$ cat src/rtl/lc3b_pmem_arbiter.sv
// Arbitrates the single physical-memory port between the I-cache and D-cache.
// The grant is held from the IDLE decision until pmem_resp closes the line transfer.
module lc3b_pmem_arbiter #(
  parameter bit FIXED_PRIO = 1'b0
) (
  input  logic         clk,
  input  logic         rst_n,
  input  logic         i_pmem_read,
  input  logic [15:0]  i_pmem_address,
  output logic [127:0] i_pmem_rdata,
  output logic         i_pmem_resp,
  input  logic         d_pmem_read,
  input  logic         d_pmem_write,
  input  logic [15:0]  d_pmem_address,
  input  logic [127:0] d_pmem_wdata,
  output logic [127:0] d_pmem_rdata,
  output logic         d_pmem_resp,
  output logic         pmem_read,
  output logic         pmem_write,
  output logic [15:0]  pmem_address,
  output logic [127:0] pmem_wdata,
  input  logic [127:0] pmem_rdata,
  input  logic         pmem_resp
);

  typedef enum logic [1:0] {IDLE, SERVE_I, SERVE_D} state_t;
  typedef enum logic {GRANT_I, GRANT_D} grant_t;

  state_t state_q, state_d;
  grant_t last_grant_q, last_grant_d;
  logic   i_req, d_req;
  logic   unused_addr_bits;

  assign i_req = i_pmem_read;
  assign d_req = d_pmem_read | d_pmem_write;
  assign unused_addr_bits = ^{i_pmem_address[3:0], d_pmem_address[3:0]};

  always_comb begin
    state_d      = state_q;
    last_grant_d = last_grant_q;
    case (state_q)
      IDLE: begin
        if (i_req && d_req) begin
          if (FIXED_PRIO || last_grant_q == GRANT_I) begin
            state_d      = SERVE_D;
            last_grant_d = GRANT_D;
          end else begin
            state_d      = SERVE_I;
            last_grant_d = GRANT_I;
          end
        end else if (i_req) begin
          state_d      = SERVE_I;
          last_grant_d = GRANT_I;
        end else if (d_req) begin
          state_d      = SERVE_D;
          last_grant_d = GRANT_D;
        end
      end
      // A dropped request does not abort; only pmem_resp ends a transfer.
      SERVE_I: if (pmem_resp) state_d = IDLE;
      SERVE_D: if (pmem_resp) state_d = IDLE;
      default: state_d = IDLE;
    endcase
  end

  always_ff @(posedge clk) begin
    if (!rst_n) begin
      state_q      <= IDLE;
      last_grant_q <= GRANT_D;
    end else begin
      state_q      <= state_d;
      last_grant_q <= last_grant_d;
    end
  end

  // Strobes look only at the registered state and the granted requester.
  always_comb begin
    pmem_read    = 1'b0;
    pmem_write   = 1'b0;
    pmem_address = 16'h0000;
    pmem_wdata   = '0;
    case (state_q)
      SERVE_I: begin
        pmem_read    = 1'b1;
        pmem_address = {i_pmem_address[15:4], 4'b0000};
      end
      SERVE_D: begin
        pmem_write   = d_pmem_write;
        pmem_read    = d_pmem_read & ~d_pmem_write;
        pmem_address = {d_pmem_address[15:4], 4'b0000};
        pmem_wdata   = d_pmem_wdata;
      end
      default: ;
    endcase
  end

  assign i_pmem_resp  = pmem_resp & (state_q == SERVE_I);
  assign d_pmem_resp  = pmem_resp & (state_q == SERVE_D);
  assign i_pmem_rdata = pmem_rdata;
  assign d_pmem_rdata = pmem_rdata;

endmodule

$ cat config.mk
export PLATFORM = sky130hd
export DESIGN_NAME = lc3b_pmem_arbiter
export DESIGN_NICKNAME = d
export VERILOG_FILES = /design/src/rtl/lc3b_pmem_arbiter.sv
export SDC_FILE = /design/constraint.sdc
export NUM_CORES = 1
export LEC_CHECK = 0
export CAP_MARGIN = 20
export CORE_AREA = 8 8 268 270
export DETAILED_ROUTE_END_ITERATION = 10
export DIE_AREA = 0 0 276 278
export SKIP_CTS_REPAIR_TIMING = 1
export SLEW_MARGIN = 20
export SYNTH_ARGS = -nofsm -noshare
export SYNTH_HDL_FRONTEND = slang
export SYNTH_SLANG_ARGS = --single-unit
$ cat constraint.sdc
create_clock -name clk -period 3.5 [get_ports clk]
set_input_delay 0.7 -clock clk [delete_from_list [all_inputs] [get_ports clk]]
set_output_delay 0.7 -clock clk [all_outputs]
set_load 0.05 [all_outputs]
After elaboration in Yosys (flattened, before gate mapping)
Cells that the tools add are included.
{ "totals": {"ff_bits": 3, "input_bits": 294, "out_inout_bits": 404, "word_cells": 31} }
{ "op_classes": {"eq_ne": 4, "mux": 14, "n_bitwise": 5, "reduce_logical": 6} }
{ "op_table": {"columns": ["operator", "count"], "rows": [
  ["$mux 128", 1],
  ["$pmux 16 s2", 1],
  ["$mux 2", 5],
  ["$mux 1", 5],
  ["$ne 4x4->1 const B", 1],
  ["$pmux 2 s2", 1],
  ["$reduce_and 2->1", 2],
  ["$and 1x1->1", 3],
  ["$reduce_bool 3->1", 1],
  ["$eq 2x1->1 const B", 1],
  ["$eq 2x2->1 const B", 1],
  ["$logic_not 2->1", 1],
  ["$ne 2x1->1 const B", 1],
  ["$pmux 1 s2", 1],
  ["$reduce_or 2->1", 1],
  ["$logic_and 1x1->1", 1],
  ["$not 1->1", 1],
  ["$or 1x1->1", 1]
]} }

Longest topological paths before layout
{ "depth": {"depth_word": 5, "ltp_mapped": 6, "ltp_nobuf": 5} }

Worst setup path before layout
Ideal clock, no wire load.
{ "synth_path": {"path_kind": "flip-flop to output port", "from": "register state_q[1]", "to": "output pmem_address[10]", "arrival_ns": 1.661, "required_time_ns": 2.800, "slack_ns": 1.139, "path_stages_with_launch": 5, "n_path_buf": 1, "path_cell_list": "dfxtp_1 -> inv_1 -> ha_1 -> clkbuf_1 -> nor2b_1"} }
{ "synth_between": {"elab_chain_cells": 2, "elab_cells_between_ends": 3, "cone_classes": "2 x eq/ne; 1 x mux"} }
{ "synth_lines": {"columns": ["element", "line_no", "text"], "rows": [
  ["start, declared", "29", "state_t state_q, state_d;"],
  ["start signal, assigned", "71", "state_q <= state_d;"],
  ["$eq 2x2->1 / $eq 2x1->1 (equally long branches)", "82", "case (state_q)"],
  ["$pmux 16 s2 *", "82", null],
  ["end, declared", "20", "output logic [15:0] pmem_address,"]
]} }
Mark *: on every way between the ends. The rest lies on a longest branch, timed or not.

Final worst setup path
{ "layout_path": {"from": "register state_q[0]", "to": "output pmem_address[14]"} }
The elaborated chain is that of the path after synthesis.

==> qor.yml <==
outcome:
  status: "complete, no violations"
synth:
  avgSynthCellArea_um2: 7.06
  yosys.area.top_type: "buf_4"
  ys_top_cells_by_area: "buf_4 (61%), and2_1 (25%), a22oi_1 (2.8%), nor2b_1 (2.5%), dfxtp_1 (1.9%)"
  synth_ff_type: "dfxtp_1"
  synth_edf_count: 0
  yosysMostFrequentCell: "buf_4"
  synth_top_area_share_pct: 60.6
  syn-instance-count: 458
  synthDistinctLibCells: 20
  ys_seq_elements: 3
  synthArstFlopShare_pct: 0
  synth_common_cells: "buf_4 (261), and2_1 (131), nor2b_1 (13), a22oi_1 (12), buf_2 (11)"
  synth-seq-area-share_pct: 1.86
  syn-cell-area_mm2: 0.00324
  yosysWarnings: 0
final_layout:
  postLayoutCoreUtil_pct: 7.98
  drive_above_1_share_pct: 7.10
  fill_cells: 8012
  multi_input_area_mm2: 0.00115
  instances_no_fill: 1379
  fin_nets: 792
  synthToLayoutAreaGrowth_pct: 67.1
  regArea_um2: 60.1
worst_setup_path:
  path_class: "flop to output pin"
  startpoint_type: "flop"
  required_ns: 2.80
  critPathMaxFanout: 9
  r2r-start: "state_q[1]"
  crit_slowest_cell: "clkdlybuf4s50_1"
  worst_r2r_path_depth: 5
  timing.rr.end: "state_q[1]"
  cp.arrival_ns: 2.39
  r2r_slack_ns: 1.81
  path_cells: "inv_1 -> ha_1 -> buf_4 -> a22oi_1 -> nor2b_1 -> clkdlybuf4s50_1"
  cp_slowest_stage_delay_ns: 0.81
  end_kind: "output pin"
worst_hold_path:
  holdCritPathClass: "flop to flop"
  hold_path_end: "last_grant_q"
  min_path_cells: 1
  min_from: "last_grant_q"
cts:
  cts_tree: "yes"
  clkTransAtPathRegs_ns: 0.03
  cts.path.max_buffers: 2
  clk_latency_ns: 0.22
  clockRootBuffer: "clkbuf_16"
  cts_made_buffers: 3
  cts_max_level: 1
  cts.sinks: 3
placed_design:
  place_hpwl_mm: 19.1
  post-place-ws_ns: 0.503
  gp_congestion: 0.753
  placed_cells: 1371
  place.port_buffers: 301
timing:
  finalHoldViolCount: 0
  slew_headroom_pct: 61.3
  fin_skew_ns: 0.00105
  rsz0062_at_grt: "false"
  setup_viol: 0
  timing.final.ws_setup_ns: 0.405
  fmax_ghz: 0.323
  fin_crit_ns: 3.09
  tightest_slew_ns: 0.579
  timing.final.crit_share_pct: 88.4
  tns_ns: 0
  finalMaxSlewViolations: 0
routing:
  antenna_left: 0
  drt_iter0_markers: 30
  totalWireLength_mm: 21.4
  drtPass1Iterations: 4
  drc: 0
  vias: 2861
  avgViaCountPerCell: 2.07
  route.detailed.wl_per_inst_um: 15.5
floorplanning:
  rows: 96
  ios: 698
  die_area_mm2: 0.0767
  die_width_um: 276
  start_util_pct: 4.78
  core_area_mm2: 0.0677
  die_h_um: 278
grt:
  grt_pass1_vias: 3183
  grt_util_all_layers_pct: 5.17
  grt_pass1_wl_mm: 27.8
  grt_max_degree: 132
  antenna_found_initial: 6
  overflow: 0
flow_run:
  drv_cap: 0
power:
  vdd_drop_max_v: 0.000239
  power_density_mw_per_mm2: 270
  p_leak_nw: 1.75
-- how the worst max path moves through the flow --
stage / from / to / slack [ns] / cells after the start
4_1_cts: state_q[0] / pmem_address[14] / 0.36 / 6
3_5_place_dp: d_pmem_read / pmem_read / 0.50 / 5
6_report: state_q[0] / pmem_address[14] / 0.41 / 6
2_1_floorplan: state_q[1] / pmem_address[10] / 1.14 / 4
3_3_place_gp: d_pmem_read / pmem_read / 0.48 / 5
5_1_grt: state_q[0] / pmem_address[14] / 0.30 / 6
-- sequential cells by signal, indices dropped and copies added, names as in the netlist --
| signal | flops |
|---|---|
| state_q | 2 |
| last_grant_q | 1 |
-- area by class of cell --
type	count	share of cell area [%]
Antenna cell	4	0.185
Timing Repair Buffer	305	55.3
Tap cell	882	20.4
Multi-Input combinational cell	178	21.4
Inverter	3	0.208
Clock buffer	4	1.46
Sequential cell	3	1.11
-- per-stage QoR --
step | instance area, um^2 | hold slack [ns] | power, mW
after floorplan | 3250 | 0.481 | 1.55
after global placement | 5320 | 0.497 | 1.31
after detailed placement | 5320 | 0.514 | 1.31
after CTS | 5400 | 0.521 | 1.50
after global routing | 5400 | 0.567 | 1.54
final | 5410 | 0.520 | 1.46
-- critical path: cells and delay by family, from the launching register on --
family / cells / cell delay [ns]
flip-flops: 1 / 0.30
AND/OR/NAND/NOR: 1 / 0.13
buffers and inverters: 3 / 1.17
AO/OA/AOI/OAI: 1 / 0.07
adder cells (fa/ha/maj): 1 / 0.48
-- routing by layer --
layer | part of all wire [%] | global-route usage (%) | vias up
li1 | - | - | 1206
met1 | 37 | 5.43 | 1146
met2 | 38 | 7.21 | 447
met3 | 21 | 4.90 | 58
met4 | 3.3 | 1.65 | 4
met5 | 0.098 | 0.125 | -
-- cells in the final DEF (no fill, tap or decap) --
cell,instances
inv_1,3
conb_1,4
o32ai_1,2
nand3_1,1
a22oi_1,12
a21o_1,1
nand2b_1,1
nand4_1,1
diode_2,4
clkbuf_1,1
clkbuf_16,3
nor2_1,3
and2_1,131
o21a_1,1
dfxtp_1,3
buf_12,1
nand2_1,2
buf_4,30
ha_1,3
a221o_1,1
a21boi_1,1
clkdlybuf4s50_1,274
ha_4,1
nor2b_1,13
-- report_power, final --
part / leakage [nW] / internal (mW) / switching (mW)
combinational: 1.68 / 0.475 / 0.757
sequential: 0.0248 / 0.0398 / 0.00435
clock: 0.0382 / 0.150 / 0.0324
total: 1.75 / 0.665 / 0.794
-- kinds of logic after synthesis --
group / synth area share, %
compound gates: 4.33
buf+inv: 63.2
flops: 1.86
other cells: 0.116
simple gates: 29.0
fa+ha+maj: 1.55
No activity file was read; power rests on OpenSTA's default activity.
